File: src/rtl/phsh_pkg.sv
// Shared constants, FSM state type and frame builder for the phase-shifter serial transmitter.
// Build option: define PHSH_PARITY_EN to append an even-parity bit after each phase word.
package phsh_pkg;

  localparam int WORD_W     = 5;
  localparam int NUM_ELEM   = 5;
  localparam int BITS_BASE  = WORD_W * NUM_ELEM;        // 25
  localparam int BITS_PAR   = (WORD_W + 1) * NUM_ELEM;  // 30
  localparam int BIT_CNT_W  = $clog2(BITS_PAR);         // 5
  localparam int HALF_CNT_W = 8;

`ifdef PHSH_PARITY_EN
  localparam int FRAME_BITS = BITS_PAR;
`else
  localparam int FRAME_BITS = BITS_BASE;
`endif

  typedef enum logic [1:0] {
    ST_IDLE  = 2'd0,
    ST_SHIFT = 2'd1,
    ST_LATCH = 2'd2
  } state_t;

  // Element e+1 lives in ph[e]; element 1 is nearest the transmitter.
  typedef logic [NUM_ELEM-1:0][WORD_W-1:0] ph_vec_t;

  // Lay out the frame so the MSB is the first bit on the wire:
  // element 5 occupies the top bits, element 1 the bottom.
  function automatic logic [FRAME_BITS-1:0] build_frame(input ph_vec_t ph);
    logic [FRAME_BITS-1:0] f;
    f = '0;
    for (int e = 0; e < NUM_ELEM; e++) begin
`ifdef PHSH_PARITY_EN
      f[e*(WORD_W+1) +: (WORD_W+1)] = {ph[e], ^ph[e]};
`else
      f[e*WORD_W +: WORD_W] = ph[e];
`endif
    end
    return f;
  endfunction

endpackage

File: src/rtl/phsh_clk_div.sv
// sclk half-period tick generator: one-cycle tick every CLK_DIV enabled cycles.
// Counter restarts from zero whenever enable drops so each frame starts phase-aligned.
module phsh_clk_div
  import phsh_pkg::*;
#(
  parameter int CLK_DIV = 2
) (
  input  logic sys_clk,
  input  logic rst_n,
  input  logic enable,
  output logic tick
);

  localparam logic [HALF_CNT_W-1:0] CNT_MAX = HALF_CNT_W'(CLK_DIV - 1);

  logic [HALF_CNT_W-1:0] cnt_q, cnt_d;

  assign tick = enable && (cnt_q == CNT_MAX);

  // Count within the half-period; reload explicitly on tick or when disabled.
  always_comb begin
    cnt_d = cnt_q;
    if (!enable)   cnt_d = '0;
    else if (tick) cnt_d = '0;
    else           cnt_d = cnt_q + 1'b1;
  end

  // Half-period counter register.
  always_ff @(posedge sys_clk or negedge rst_n) begin
    if (!rst_n) cnt_q <= '0;
    else        cnt_q <= cnt_d;
  end

endmodule

File: src/rtl/phsh_serial_tx.sv
// Serial loader for a daisy-chained phase-shifter array: captures five phase words on load,
// shifts them out MSB first (element 5 first) on sclk/sdata, then pulses le to latch.
// Build option: PHSH_PARITY_EN appends an even-parity bit after each word (30-bit frame).
module phsh_serial_tx
  import phsh_pkg::*;
#(
  parameter int CLK_DIV  = 2,
  parameter int LE_HALFS = 2
) (
  input  logic              sys_clk,
  input  logic              rst_n,
  input  logic              load,
  input  logic [WORD_W-1:0] ph1,
  input  logic [WORD_W-1:0] ph2,
  input  logic [WORD_W-1:0] ph3,
  input  logic [WORD_W-1:0] ph4,
  input  logic [WORD_W-1:0] ph5,
  output logic              sclk,
  output logic              sdata,
  output logic              le,
  output logic              busy,
  output logic              done
);

  localparam logic [BIT_CNT_W-1:0] LAST_BIT = BIT_CNT_W'(FRAME_BITS - 1);
  localparam logic [BIT_CNT_W-1:0] LE_LAST  = BIT_CNT_W'(LE_HALFS - 1);

  state_t                  state_q, state_d;
  logic [FRAME_BITS-1:0]   frame_q, frame_d;
  logic [BIT_CNT_W-1:0]    bit_cnt_q, bit_cnt_d;
  logic                    sclk_q, sclk_d;
  logic                    sdata_q, sdata_d;
  logic                    le_q, le_d;
  logic                    busy_q, busy_d;
  logic                    done_q, done_d;

  logic                    tick;
  logic                    load_ok;
  logic                    last_bit;
  logic                    le_end;
  logic [FRAME_BITS-1:0]   frame_new;

  assign frame_new = build_frame({ph5, ph4, ph3, ph2, ph1});
  // A load is only honoured when fully idle; the done cycle counts as not ready.
  assign load_ok   = load && (state_q == ST_IDLE) && !done_q;
  // bit_cnt doubles as the le half-period counter while latching.
  assign last_bit  = (bit_cnt_q == LAST_BIT);
  assign le_end    = (bit_cnt_q == LE_LAST);

  phsh_clk_div #(
    .CLK_DIV (CLK_DIV)
  ) u_clk_div (
    .sys_clk (sys_clk),
    .rst_n   (rst_n),
    .enable  (state_q != ST_IDLE),
    .tick    (tick)
  );

  // FSM state register.
  always_ff @(posedge sys_clk or negedge rst_n) begin
    if (!rst_n) state_q <= ST_IDLE;
    else        state_q <= state_d;
  end

  // FSM next-state: a frame ends on the falling sclk edge of the last bit.
  always_comb begin
    state_d = state_q;
    case (state_q)
      ST_IDLE:  if (load_ok)                     state_d = ST_SHIFT;
      ST_SHIFT: if (tick && sclk_q && last_bit)  state_d = ST_LATCH;
      ST_LATCH: if (tick && le_end)              state_d = ST_IDLE;
      default:                                   state_d = ST_IDLE;
    endcase
  end

  // FSM outputs and datapath: sdata moves only on the falling sclk edge.
  always_comb begin
    frame_d   = frame_q;
    bit_cnt_d = bit_cnt_q;
    sclk_d    = sclk_q;
    sdata_d   = sdata_q;
    le_d      = le_q;
    done_d    = 1'b0;
    busy_d    = (state_d != ST_IDLE);
    case (state_q)
      ST_IDLE: begin
        sclk_d    = 1'b0;
        sdata_d   = 1'b0;
        le_d      = 1'b0;
        bit_cnt_d = '0;
        if (load_ok) begin
          sdata_d = frame_new[FRAME_BITS-1];
          frame_d = frame_new << 1;
        end
      end
      ST_SHIFT: begin
        if (tick) begin
          if (!sclk_q) begin
            sclk_d = 1'b1;
          end else if (last_bit) begin
            sclk_d    = 1'b0;
            sdata_d   = 1'b0;
            le_d      = 1'b1;
            bit_cnt_d = '0;
            frame_d   = '0;
          end else begin
            sclk_d    = 1'b0;
            sdata_d   = frame_q[FRAME_BITS-1];
            frame_d   = frame_q << 1;
            bit_cnt_d = bit_cnt_q + 1'b1;
          end
        end
      end
      ST_LATCH: begin
        sclk_d  = 1'b0;
        sdata_d = 1'b0;
        if (tick) begin
          if (le_end) begin
            le_d      = 1'b0;
            done_d    = 1'b1;
            bit_cnt_d = '0;
          end else begin
            bit_cnt_d = bit_cnt_q + 1'b1;
          end
        end
      end
      default: begin
        sclk_d    = 1'b0;
        sdata_d   = 1'b0;
        le_d      = 1'b0;
        bit_cnt_d = '0;
        frame_d   = '0;
      end
    endcase
  end

  // Datapath and output registers; reset aborts any frame without an le pulse.
  always_ff @(posedge sys_clk or negedge rst_n) begin
    if (!rst_n) begin
      frame_q   <= '0;
      bit_cnt_q <= '0;
      sclk_q    <= 1'b0;
      sdata_q   <= 1'b0;
      le_q      <= 1'b0;
      busy_q    <= 1'b0;
      done_q    <= 1'b0;
    end else begin
      frame_q   <= frame_d;
      bit_cnt_q <= bit_cnt_d;
      sclk_q    <= sclk_d;
      sdata_q   <= sdata_d;
      le_q      <= le_d;
      busy_q    <= busy_d;
      done_q    <= done_d;
    end
  end

  assign sclk  = sclk_q;
  assign sdata = sdata_q;
  assign le    = le_q;
  assign busy  = busy_q;
  assign done  = done_q;

endmodule

File: config.mk
export PLATFORM = sky130hd
export DESIGN_NAME = phsh_serial_tx
export DESIGN_NICKNAME = d
export VERILOG_FILES = /design/src/rtl/phsh_pkg.sv /design/src/rtl/phsh_clk_div.sv /design/src/rtl/phsh_serial_tx.sv
export SDC_FILE = /design/constraint.sdc
export NUM_CORES = 1
export LEC_CHECK = 0
export CORE_MARGIN = 3
export CORE_UTILIZATION = 49
export DETAILED_ROUTE_END_ITERATION = 10
export PLACE_DENSITY = 0.76
export SYNTH_ARGS = -nofsm -noshare
export SYNTH_HDL_FRONTEND = slang
export SYNTH_SLANG_ARGS = --single-unit
File: constraint.sdc
create_clock -name sys_clk -period 1.9 [get_ports sys_clk]
set_input_delay 0.19 -clock sys_clk [delete_from_list [all_inputs] [get_ports sys_clk]]
set_output_delay 0.19 -clock sys_clk [all_outputs]
set_load 0.02 [all_outputs]
==> impl_metrics.tcl <==
set metrics [dict create \
    slowest_delay_ns 0.38 \
    die_h_um 74.9 \
    yosysTopAreaCell "dfrtp_1" \
    final_max_slew_viol_count 0 \
    grt_overflow_total 0 \
    htreeDepth 2 \
    grt_pass1_wl_um 7500 \
    cp_max_fo 12 \
    cts_tree "built" \
    antenna_left 0 \
    setup.worst_path.class "reg2reg" \
    synth_most_common_cell "dfrtp_1" \
    fillerInstances 312 \
    finalPower_uw 4710 \
    clockRootBuffer "clkbuf_8" \
    fin_util 0.680 \
    final_area_um2 3040 \
    dpl-instance-area_um2 2810 \
    tns_ns 0 \
    rows 24 \
    maxCapViolCount 0 \
    relSlewSlack 0.708 \
    cts_buffer_depth 2 \
    grt_usage 0.176 \
    seqCellArea_um2 1100 \
    ys_warn_count 0 \
    netlist_area_um2 2320 \
    arrival_ns 2.01 \
    reg2reg_depth 7 \
    ys_top_cells_by_count "dfrtp_1 (44), a22o_1 (23), mux2_4 (19), inv_1 (14), nor2_1 (11)" \
    grt_max_degree 28 \
    drcViolationCount 0 \
    cts_buffers 5 \
    numPortBuffers 32 \
    hold_path_class "in2async" \
    dp_hpwl_um 3170 \
    synth_cell_types 38 \
    vias 1672 \
    finalCritPeriodShare 0.958 \
    vias_per_cell 5.59 \
    clkSlewWorstSetupHoldPaths_ns 0.09 \
    ys.flop_type "dfrtp_1" \
    cts_sinks 44 \
    p_leak_uw 0.00142 \
    ir_worst_vdd_v 0.000643 \
    cp_slowest_cell "dfrtp_1" \
    finalWirelength_um 4830 \
    fin_nets 283 \
    setup_violations 0 \
    ys_top_cells_by_area "dfrtp_1 (47%), mux2_4 (12%), a22o_1 (8.7%)" \
    antenna_found_initial 0 \
    gp_congestion 0.899 \
    initial_utilization 0.519 \
    status "finished clean" \
    power_density_nw_per_um2 1550 \
    synth_seq_area_share 0.474 \
    worstSetupEndpointType "flop" \
    crit_chain "inv_1 -> ha_2 -> nor4_4 -> a31o_1 -> nand2b_4 -> clkbuf_16 -> mux2_4" \
    core_um2 4470 \
    pin_count 33 \
    crit_required_ns 2.09 \
    die_w_um 74.9 \
    skew_ns 0.00798 \
    synth_nets 229 \
    syn_inst 192 \
    wl_per_cell_um 16.2 \
    clk_latency_ns 0.30 \
    drive_gt1_frac 0.259 \
    max_freq_mhz 549 \
    hold_viol 0 \
    start_kind "flop" \
    antennaDiodeCount 0 \
    worst_slew_pin_slew_ns 0.438 \
    syn_to_final_growth_pct 30.9 \
    ys_ff_latch 44 \
    drtIter0Drc 113 \
    synth_edf_count 0 \
    dr.pass1.iters 4 \
    synth_top_area_frac 0.474 \
    synthArstFlopShare 1.00 \
    multi_input_area_um2 1160 \
    period_needed_ns 1.82 \
    synth_area_per_cell_um2 12.1 \
    grt_pass1_vias 1596 \
    dieArea_um2 5600 \
]
==> metal layers <==
layer | GRT usage | share of wire
met5 | 0 | 0
met4 | 0.0474 | 0.012
met3 | 0.0467 | 0.039
met2 | 0.275 | 0.48
met1 | 0.244 | 0.46
==> power breakdown <==
group          total [µW]  internal (µW)  switching, µW
Combinational        2490           1450           1040
Clock                 718            389            329
Sequential           1510           1290            222
Total                4710           3130           1590
==> sequential cells by signal (all words and copies together), names as in the netlist <==
name	count
busy	1
sclk	1
bit_cnt_q	5
sdata	1
frame_q	24
le	1
done	1
state_q	2
u_clk_div.cnt_q	8
==> stage by stage <==
step           setup WS (ns)  instances  hold slack (ns)
2_1_floorplan         0.0518        192           -0.106
3_3_place_gp          0.0499        284            0.153
3_5_place_dp          -0.225        284            0.154
4_1_cts               0.0183        293            0.376
5_1_grt              -0.0251        299            0.387
6_report              0.0791        299            0.360
==> logic make-up (layout without fill, tap and decap cells) <==
family                     Yosys count  in the layout  share of synthesized area
muxes                               23             23                      0.142
xor gates and xnor gates             7              7                     0.0264
AOI/OAI and AO/OA                   48             48                      0.160
and+or+nand+nor                     39             39                      0.103
DFF                                 44             44                      0.474
buffers and inverters               22             77                     0.0458
adders and majority gates            9              9                     0.0485
==> timing repair <==
item | 4_1_cts | 5_1_grt
hold buffers | 1 | 0
buffers inserted | 0 | 5
resized for setup | 3 | 5
gates cloned | 0 | 1
endpoints found under the setup margin | 6 | 30
pin swaps | 0 | 2
endpoints found under the hold margin | 17 | 0
==> worst paths after layout <==
path / startpoint / to / slack, ns
max: state_q[0] / frame_q[9] / 0.08
min: rst_n / busy / 0.36
max in group asynchronous: rst_n / u_clk_div.cnt_q[2] / 1.05
min reg2reg: sdata / sdata / 0.48
min in group sys_clk: ph1[0] / frame_q[1] / 0.45
max reg2reg: state_q[0] / frame_q[9] / 0.08
==> critical path, delay by kind of cell, from the launching register on <==
| family | cells | cell delay, ns |
|---|---|---|
| multiplexers | 1 | 0.30 |
| flip-flops | 1 | 0.38 |
| buffers and inverters | 2 | 0.27 |
| AO/OA/AOI/OAI | 1 | 0.28 |
| adder cells (fa/ha/maj) | 1 | 0.22 |
| AND/OR/NAND/NOR | 2 | 0.25 |
==> final cells by class <==
cell class                      count  area share
Tap cell                           52      0.0214
Inverter                           14      0.0173
Clock buffer                        5      0.0226
Multi-Input combinational cell    126       0.383
Sequential cell                    44       0.362
Clock inverter                      3      0.0140
Timing Repair Buffer               55       0.179
==> placed cells by master (no fill, tap or decap), drive strengths merged, types with 2 or more instances in the layout <==
cell / instances
o21ai: 6
nor4b: 2
buf: 22
nor3: 2
o31ai: 2
nand2b: 5
dfrtp: 44
and3: 2
o22ai: 4
a22o: 23
a21oi: 2
inv: 14
nor2: 11
clkdlybuf4s50: 31
nand3: 6
clkbuf: 6
a311oi: 3
xnor2: 4
ha: 9
a31oi: 2
xor2: 3
mux2: 23
nand2: 4
Note: power is estimated with default switching activity, not from simulation.
